[src/rtl/clk_div_pkg.sv]
// clk_div_pkg: shared defaults and helpers for the multi-channel clock divider
package clk_div_pkg;
    localparam int DEF_W = 8;
    localparam int DEF_DIV_VAL = 10;
    function automatic int unsigned ceil_half(input int unsigned d);
        return (d + 1) / 2;
    endfunction
endpackage

[src/rtl/clk_div_chan.sv]
// clk_div_chan: one divider channel with glitch-free divisor hand-over at period boundaries
module clk_div_chan
    import clk_div_pkg::*;
#(
    parameter int W = DEF_W,
    parameter int DEF_DIV = DEF_DIV_VAL
) (
    input  logic         clk_in,
    input  logic         ar,
    input  logic         en,
    input  logic         wr,
    input  logic [W-1:0] wdiv,
    input  logic         resync,
    output logic         clk_out,
    output logic         tick,
    output logic         pend
);
    logic [W-1:0] phase, div, pdiv, div_s, div_n, phase_n;
    logic run, start, hi;
    // a period starts on first enabled edge, on resync, or when the last phase completes
    always_comb begin
        start = !run || resync || phase == div - W'(1);
        div_s = wr ? wdiv : (pend ? pdiv : div);
        div_n = start ? div_s : div;
        phase_n = start ? '0 : phase + W'(1);
        hi = phase_n < W'(ceil_half(32'(div_n)));
    end
    // phase/divisor state and registered outputs
    always_ff @(posedge clk_in) begin
        if (ar) begin
            phase <= '0;
            div <= W'(DEF_DIV);
            pdiv <= W'(DEF_DIV);
            pend <= 1'b0;
            run <= 1'b0;
            clk_out <= 1'b0;
            tick <= 1'b0;
        end else if (!en) begin
            phase <= '0;
            div <= div_s;
            pend <= 1'b0;
            run <= 1'b0;
            clk_out <= 1'b0;
            tick <= 1'b0;
        end else begin
            phase <= phase_n;
            div <= div_n;
            run <= 1'b1;
            clk_out <= hi;
            tick <= start;
            if (start) pend <= 1'b0;
            else if (wr) begin
                pdiv <= wdiv;
                pend <= 1'b1;
            end
        end
    end
endmodule

[src/rtl/clk_div_multi.sv]
// clk_div_multi: NCH independent programmable clock dividers sharing one config port
module clk_div_multi
    import clk_div_pkg::*;
#(
    parameter int NCH = 4,
    parameter int W = DEF_W,
    parameter int DEF_DIV = DEF_DIV_VAL
) (
    input  logic                              clk_in,
    input  logic                              ar,
    input  logic [NCH-1:0]                    ch_en,
    input  logic                              cfg_wr,
    input  logic [$clog2(NCH>1?NCH:2)-1:0]    cfg_ch,
    input  logic [W-1:0]                      cfg_div,
    input  logic                              resync,
    output logic [NCH-1:0]                    clk_out,
    output logic [NCH-1:0]                    tick,
    output logic [NCH-1:0]                    cfg_pend,
    output logic                              cfg_err
);
    logic div_ok, ch_ok;
    // write legality: divisor of at least 2 aimed at an existing channel
    always_comb begin
        div_ok = cfg_div >= W'(2);
        ch_ok = 32'(cfg_ch) < NCH;
    end
    // rejected writes raise a one-cycle error pulse
    always_ff @(posedge clk_in) begin
        cfg_err <= !ar && cfg_wr && !(div_ok && ch_ok);
    end
    genvar i;
    generate
        for (i = 0; i < NCH; i++) begin : g_ch
            clk_div_chan #(.W(W), .DEF_DIV(DEF_DIV)) u_chan (
                .clk_in(clk_in),
                .ar(ar),
                .en(ch_en[i]),
                .wr(cfg_wr && div_ok && 32'(cfg_ch) == i),
                .wdiv(cfg_div),
                .resync(resync),
                .clk_out(clk_out[i]),
                .tick(tick[i]),
                .pend(cfg_pend[i])
            );
        end
    endgenerate
endmodule

[config.mk]
export PLATFORM = sky130hd
export DESIGN_NAME = clk_div_multi
export DESIGN_NICKNAME = d
export VERILOG_FILES = /design/src/rtl/clk_div_pkg.sv /design/src/rtl/clk_div_chan.sv /design/src/rtl/clk_div_multi.sv
export SDC_FILE = /design/constraint.sdc
export NUM_CORES = 1
export LEC_CHECK = 0
export CORE_MARGIN = 1
export CORE_UTILIZATION = 40
export CTS_CLUSTER_DIAMETER = 150
export DETAILED_ROUTE_END_ITERATION = 8
export MAX_ROUTING_LAYER = met4
export PLACE_DENSITY_LB_ADDON = 0.12
export SYNTH_ARGS = -nofsm -noshare
export SYNTH_HDL_FRONTEND = slang
export SYNTH_SLANG_ARGS = --single-unit
export TNS_END_PERCENT = 50
[constraint.sdc]
create_clock -name clk_in -period 7.1 [get_ports clk_in]
set_input_delay 2.13 -clock clk_in [delete_from_list [all_inputs] [get_ports clk_in]]
set_output_delay 2.13 -clock clk_in [all_outputs]
set_load 0.01 [all_outputs]
==> out/results.ini, run 1 <==
[logic_synthesis]
syn_area_per_cell_um2=8.054
synth_top_cells_by_count=144 x sky130_fd_sc_hd__nor2_1, 113 x sky130_fd_sc_hd__dfxtp_1, 80 x sky130_fd_sc_hd__mux2i_1, 60 x sky130_fd_sc_hd__nand2_1, 51 x sky130_fd_sc_hd__xor2_1
main_combinational_cell_family_by_area_after_synthesis=simple AND/OR/NAND/NOR gates
yosysWarnings=0
async_reset_ff_share_pct=0
ys_ff_latch=113
synthMostInstantiatedCell=sky130_fd_sc_hd__nor2_1
synth_area_leader_cell=sky130_fd_sc_hd__dfxtp_1
dominantRegCellSynth=sky130_fd_sc_hd__dfxtp_1
yosys.area.top_type_share_pct=28.81
synth.cell_area_um2=7853
synth_unique_cells=68
synth_top_cells_by_area=sky130_fd_sc_hd__dfxtp_1 29%, sky130_fd_sc_hd__mux2i_1 10%, sky130_fd_sc_hd__nor2_1 6.9%, sky130_fd_sc_hd__ha_1 6.4%, sky130_fd_sc_hd__xor2_1 5.7%
synth-edff-count=0
post_synth_inst_count=975
muxShareOfSynthArea_pct=11.06
post_syn_nets=1033
post_synthesis_sequential_area_ratio_pct=28.81
post_synth_fa_ha_maj_area_fraction_pct=6.501
synth_area_in_compound_gates_pct=14.48
synth-simple-area-share_pct=23.36
synth_xor_area_share_pct=10.37

[flow_run]
max_cap_viol_count=0

[worst_setup_path]
worstPathMaxFanout=15
cp_cell_sequence=clkdlybuf4s50_1, or4_1, o211a_1, nor2_1, a21oi_4, o21ai_0, ha_1, o21ai_0, nor3b_1, mux2i_1, or3_1, ha_1, a211oi_1, o211ai_1, a21oi_1
worst_ep_arrival_time_ns=6.36
timing.setup.critical_path_class=input port to register
worstPathRequired_ns=7.46
timing.critical_path.slowest_stage_cell=sky130_fd_sc_hd__clkdlybuf4s50_1
setup.worst_path.end_class=register
critical_path.max_stage_delay_ns=0.64
start_kind=input port

[timing]
setup_viol=0
slew_headroom_pct=38.28
slew_violations=0
rsz_0062_raised_after_global_routing=no
final.min_clock_period_ns=6.006
finalCritPeriodShare_pct=84.59
max_slew.worst_pin.slew_ns=0.9232
finalSetupTns_ns=0
final-hold-violation-count=0
maximum_operating_frequency_mhz=166.5
final.setup_skew_ns=0.008619

[cts]
clkSinkCount=113
cts_inserted_buffers=17
htreeDepth=4
tritoncts=done
cts_max_path_buffers=2
cts_hold_repair.buffers=0
latest_clock_arrival_within_the_worst_skew_pair_ns=0.43
cts.root.buffer_cell=sky130_fd_sc_hd__clkbuf_16
post-cts-setup-buffers=0
cts.clk_slew.worst_paths_ns=0.05
cts-resized-gates=0

[final_layout]
antenna_cells_inserted=0
finish.utilization_pct=46.31
drive_above_1_share_pct=6.160
finalNonFillerCells=1234
area.growth.synth_to_final_pct=11.79
final_cell_area_um2=8778
final_nets=1019
n_fill_cell=1930

[die]
die_y_um=142.1
design.core.area_um2=18960
placementRows=50
floorplan.initialDensity_pct=41.43
area_of_the_die_um2=20200
num_io_pins=31
die_w_um=142.1

[outcome]
status=complete, no violations

[global_routing]
grt_pass1_vias=6263
grt_overflow=0
grt_first_pass_wirelength_um=32800
grt_max_degree=36
initial_antenna_violation_count=0
grt.total_usage_pct=21.24

[route]
route.met3.wl_um=510
routed_wire_length_per_instance_um=15.78
route.detailed.vias_per_inst=5.327
wl_um=19470
drt-initial-drc-count=425
drc=0
ant_nets=0
drt-pass1-iter-count=5
routed.top_layer=met4
dr_wl_met2_um=8730
vias=6573
routedLengthMet1_um=9980

[placed_design]
dpl-instance-area_um2=8215
cell_total_after_placement=1202
portBuffers=30
hpwlAfterDp_um=14130
gp_congestion=0.8223

[worst_hold_path]
hold_class=register to register

[power_and_ir_drop]
power_density_nw_per_um2=192.4
power_leakage_nw=3.667
peakVddDrop_mv=0.1649

worst paths after layout:
| path | from | to | slack [ns] | depth (start not counted) |
|---|---|---|---|---|
| max reg2reg | g_ch[2].u_chan.div[2] | g_ch[2].u_chan.clk_out | 2.39 | 16 |
| min | g_ch[3].u_chan.pdiv[1] | g_ch[3].u_chan.pdiv[1] | 0.46 | 1 |
| min reg2reg | g_ch[3].u_chan.pdiv[1] | g_ch[3].u_chan.pdiv[1] | 0.46 | 1 |
| max | cfg_div[5] | g_ch[2].u_chan.clk_out | 1.09 | 15 |
per-stage QoR:
step	total power, mW	worst slack (ns)	hold WS (ns)
floorplan	0.8215	1.490	0.4296
global route	1.764	0.6381	0.4790
detailed placement	0.8780	0.7351	0.4524
CTS	1.703	1.122	0.4624
global placement	0.8786	0.8491	0.4453
finish	1.689	1.094	0.4590
metal layers:
metal	GRT usage, %	up-vias
met5	-	-
li1	-	3401
met3	3.836	21
met4	7.131	0
met2	31.81	92
met1	28.64	3059
where the power goes:
part / switching (mW) / internal (mW) / total, mW
sequential: 0.0220 / 0.649 / 0.671
combinational: 0.112 / 0.0827 / 0.195
clock: 0.299 / 0.525 / 0.824
final cells by class:
class	instances	area, µm²	area share [%]
clock buffer	27	513.0	5.844
multi-input combinational	766	5179	58.99
sequential	113	2262	25.77
tap	260	325.3	3.706
timing repair buffer	38	355.3	4.048
clock inverter	5	50.05	0.5701
inverter	25	93.84	1.069
kinds of logic (layout without fill, tap and decap cells):
kind of cell | count (synthesis) | in the layout
simple gates | 377 | 377
fa+ha+maj | 41 | 41
flops | 113 | 113
xor+xnor | 93 | 93
compound gates | 169 | 169
mux | 86 | 86
buf+inv | 96 | 95
placed cells by master (no fill, tap or decap), types with 7 or more instances in the layout:
cell	netlist	final
sky130_fd_sc_hd__a21oi_1	42	42
sky130_fd_sc_hd__or2_2	8	8
sky130_fd_sc_hd__a211oi_1	8	8
sky130_fd_sc_hd__nand3b_1	8	8
sky130_fd_sc_hd__o21ai_0	49	49
sky130_fd_sc_hd__nand2b_1	16	16
sky130_fd_sc_hd__nor2b_1	13	13
sky130_fd_sc_hd__or3_1	7	7
sky130_fd_sc_hd__and3_1	15	15
sky130_fd_sc_hd__mux2i_1	80	80
sky130_fd_sc_hd__nor3_1	23	23
sky130_fd_sc_hd__buf_4	12	8
sky130_fd_sc_hd__inv_1	25	25
sky130_fd_sc_hd__nand4_1	16	16
sky130_fd_sc_hd__clkbuf_16	0	17
sky130_fd_sc_hd__ha_1	40	40
sky130_fd_sc_hd__xor2_1	51	51
sky130_fd_sc_hd__a211o_1	12	12
sky130_fd_sc_hd__nand3_1	39	39
sky130_fd_sc_hd__nand2_1	60	60
sky130_fd_sc_hd__o211ai_1	7	7
sky130_fd_sc_hd__xnor2_1	42	42
sky130_fd_sc_hd__clkdlybuf4s50_1	0	29
sky130_fd_sc_hd__nor2_1	144	144
sky130_fd_sc_hd__dfxtp_1	113	113
state kept, by name, indices dropped and copies added (netlist names):
name                 flops
g_ch.u_chan.div         32
g_ch.u_chan.pdiv        32
g_ch.u_chan.clk_out      4
g_ch.u_chan.tick         4
g_ch.u_chan.phase       32
cfg_err                  1
g_ch.u_chan.pend         4
g_ch.u_chan.run          4
critical path, delay by kind of cell:
family                   cells  cell delay [ns]
AO/OA/AOI/OAI                7             1.34
adder cells (fa/ha/maj)      2             0.59
buffers and inverters        1             0.64
multiplexers                 1             0.13
AND/OR/NAND/NOR              4             1.52
Power figures use the tool's default switching activity.
==> run 2, diff against run 1 <==
==> constraint.sdc (replaced) <==
create_clock -name clk_in -period 6.1 [get_ports clk_in]
set_input_delay 1.83 -clock clk_in [delete_from_list [all_inputs] [get_ports clk_in]]
set_output_delay 1.83 -clock clk_in [all_outputs]
set_load 0.01 [all_outputs]
==> run 2 against run 1 <==
  * Worst hold slack gained 0.0033 ns
  * Register-to-register slack got worse by 0.96 ns
  * Global-route usage up 0.057 points
  * Power rose by 24%
  * Combinational power increased by 20%
  * Clock skew fell by 0.0022 ns
  * Sequential share of layout area fell by 0.52 points
  * Routed wire length up 1.8%
  * Critical endpoint unchanged
==> out/results.ini, run 2 (synthesis results as in run 1) <==
[outcome]
status=complete, no violations

[global_routing]
initial_antenna_violation_count=0
met3_layer_usage_reported_by_global_route_pct=3.499
grt.total_usage_pct=21.30
grt_busiest_layer=met2
grt_max_degree=43
globalRouteMet2Util_pct=32.87
grt_pass1_vias=6378
global_route.usage.met1_pct=29.03
grt_first_pass_wirelength_um=33120
grt_overflow=0

[placed_design]
portBuffers=30
dpl-instance-area_um2=8320
gp_congestion=0.8606
cell_total_after_placement=1216
hpwlAfterDp_um=14580

[power_and_ir_drop]
comb_power_share_pct=11.1
seq_power_share_pct=37.3
internal-power_mw=1.580
power_density_nw_per_um2=233.9
switching_power_as_a_share_of_total_power_pct=24.61
power_leakage_nw=3.766
power.net_switching_mw=0.5158
share_clk_of_total_power_pct=51.6
peakVddDrop_mv=0.1916

[cts]
clkSinkCount=113
tritoncts=done
cts_hold_repair.buffers=0
cts.root.buffer_cell=sky130_fd_sc_hd__clkbuf_16
cts-resized-gates=0
post-cts-setup-buffers=0
cts_max_path_buffers=2
cts.clk_slew.worst_paths_ns=0.06
cts_inserted_buffers=17
latest_clock_arrival_within_the_worst_skew_pair_ns=0.42
htreeDepth=4

[worst_setup_path]
cp_cell_sequence=clkdlybuf4s50_1, or4_1, o211ai_1, nand3_1, o21ai_0, nand2_1, o21ai_0, ha_1, o21ai_0, nor3b_1, mux2i_1, or3_1, ha_1, a211oi_1, o211ai_1, a21oi_1
setup.worst_path.end_class=register
cp_common_cell=sky130_fd_sc_hd__o21ai_0
start_kind=input port
timing.critical_path.slowest_stage_cell=sky130_fd_sc_hd__clkdlybuf4s50_1
timing.setup.critical_path_class=input port to register
critical_path.max_stage_delay_ns=0.64
worst_ep_arrival_time_ns=5.86
worstPathMaxFanout=10
worstPathRequired_ns=6.45

[route]
route.detailed.vias_per_inst=5.394
vias=6732
routed_wire_length_per_instance_um=15.88
drt-pass1-iter-count=5
wl_um=19820
drt-initial-drc-count=406
drc=0
ant_nets=0

[timing]
final-hold-violation-count=0
maximum_operating_frequency_mhz=181.3
setup_viol=0
finalSetupTns_ns=0
max_slew.worst_pin.slew_ns=1.137
finalCritPeriodShare_pct=90.40
rsz_0062_raised_after_global_routing=no
final.setup_skew_ns=0.006451
final.min_clock_period_ns=5.514
slew_violations=0
slew_headroom_pct=23.37

[final_layout]
area.growth.synth_to_final_pct=14.10
final_nets=1033
antenna_cells_inserted=0
mostFrequentLayoutCells=144 x sky130_fd_sc_hd__nor2_1, 113 x sky130_fd_sc_hd__dfxtp_1, 80 x sky130_fd_sc_hd__mux2i_1
finalNonFillerCells=1248
n_fill_cell=1873
top_regs=g_ch.u_chan.div x32, g_ch.u_chan.pdiv x32, g_ch.u_chan.phase x32
final_common_cell=sky130_fd_sc_hd__nor2_1
final_cell_area_um2=8960
drive_above_1_share_pct=7.895

[flow_run]
max_cap_viol_count=0

[die]
design.core.area_um2=18960
placementRows=50
num_io_pins=31
die_w_um=142.1
floorplan.initialDensity_pct=41.43
area_of_the_die_um2=20200
die_y_um=142.1

[worst_hold_path]
hold_class=register to register

## run 2: cell types whose count changed in the layout (fill, tap and decap cells not counted)
| cell | before | now |
|---|---|---|
| sky130_fd_sc_hd__clkinvlp_4 | 0 | 2 |
| sky130_fd_sc_hd__clkbuf_1 | 5 | 1 |
| sky130_fd_sc_hd__buf_4 | 8 | 22 |
| sky130_fd_sc_hd__clkbuf_8 | 5 | 4 |
| sky130_fd_sc_hd__bufinv_16 | 1 | 4 |
## run 2: critical path: cells and delay by family
kind	cells	cell delay, ns
simple gates	5	1.44
mux	1	0.14
buf+inv	1	0.64
compound gates	7	1.26
fa+ha+maj	2	0.55
## run 2: area by class of cell
cell class / count / area (µm²) / share of cell area [%]
clock buffers: 22 / 484.2 / 5.404
flip-flops and latches: 113 / 2262 / 25.25
well taps: 260 / 325.3 / 3.631
multi-input cells: 766 / 5179 / 57.80
inverters: 25 / 93.84 / 1.047
repair buffers: 52 / 460.4 / 5.139
clock inverters: 10 / 155.1 / 1.732
## run 2: power by group through the flow
stage               logic, mW  registers [mW]  clock network, mW
detailed placement      0.233           0.796                  0
floorplan               0.178           0.779                  0
global placement        0.234           0.796                  0
global route            0.261           0.783               1.14
CTS                     0.235           0.780               1.10
finish                  0.234           0.781               1.08
## run 2: final timing paths
check	from	slack, ns	endpoint	cells after the start
max	cfg_div[5]	0.59	g_ch[2].u_chan.clk_out	16
min	g_ch[3].u_chan.pdiv[1]	0.46	g_ch[3].u_chan.pdiv[1]	1
max reg2reg	g_ch[0].u_chan.div[3]	1.43	g_ch[0].u_chan.clk_out	16
min reg2reg	g_ch[3].u_chan.pdiv[1]	0.46	g_ch[3].u_chan.pdiv[1]	1
## run 2: layer usage
layer	vias up	wire length [µm]
met4	0	195
met2	115	8862
met3	21	632
met5	-	0
met1	3168	10120
li1	3428	-
## run 2: metrics by stage
step	hold slack, ns	setup slack, ns	utilization (%)	power [mW]
after floorplan	0.4296	0.7898	-	0.9561
after global placement	0.4487	0.3167	43.89	1.031
after detailed placement	0.4490	0.2112	43.89	1.029
after CTS	0.4659	0.6086	47.27	2.119
after global routing	0.4968	0.1991	47.27	2.181
final	0.4623	0.5857	47.27	2.095
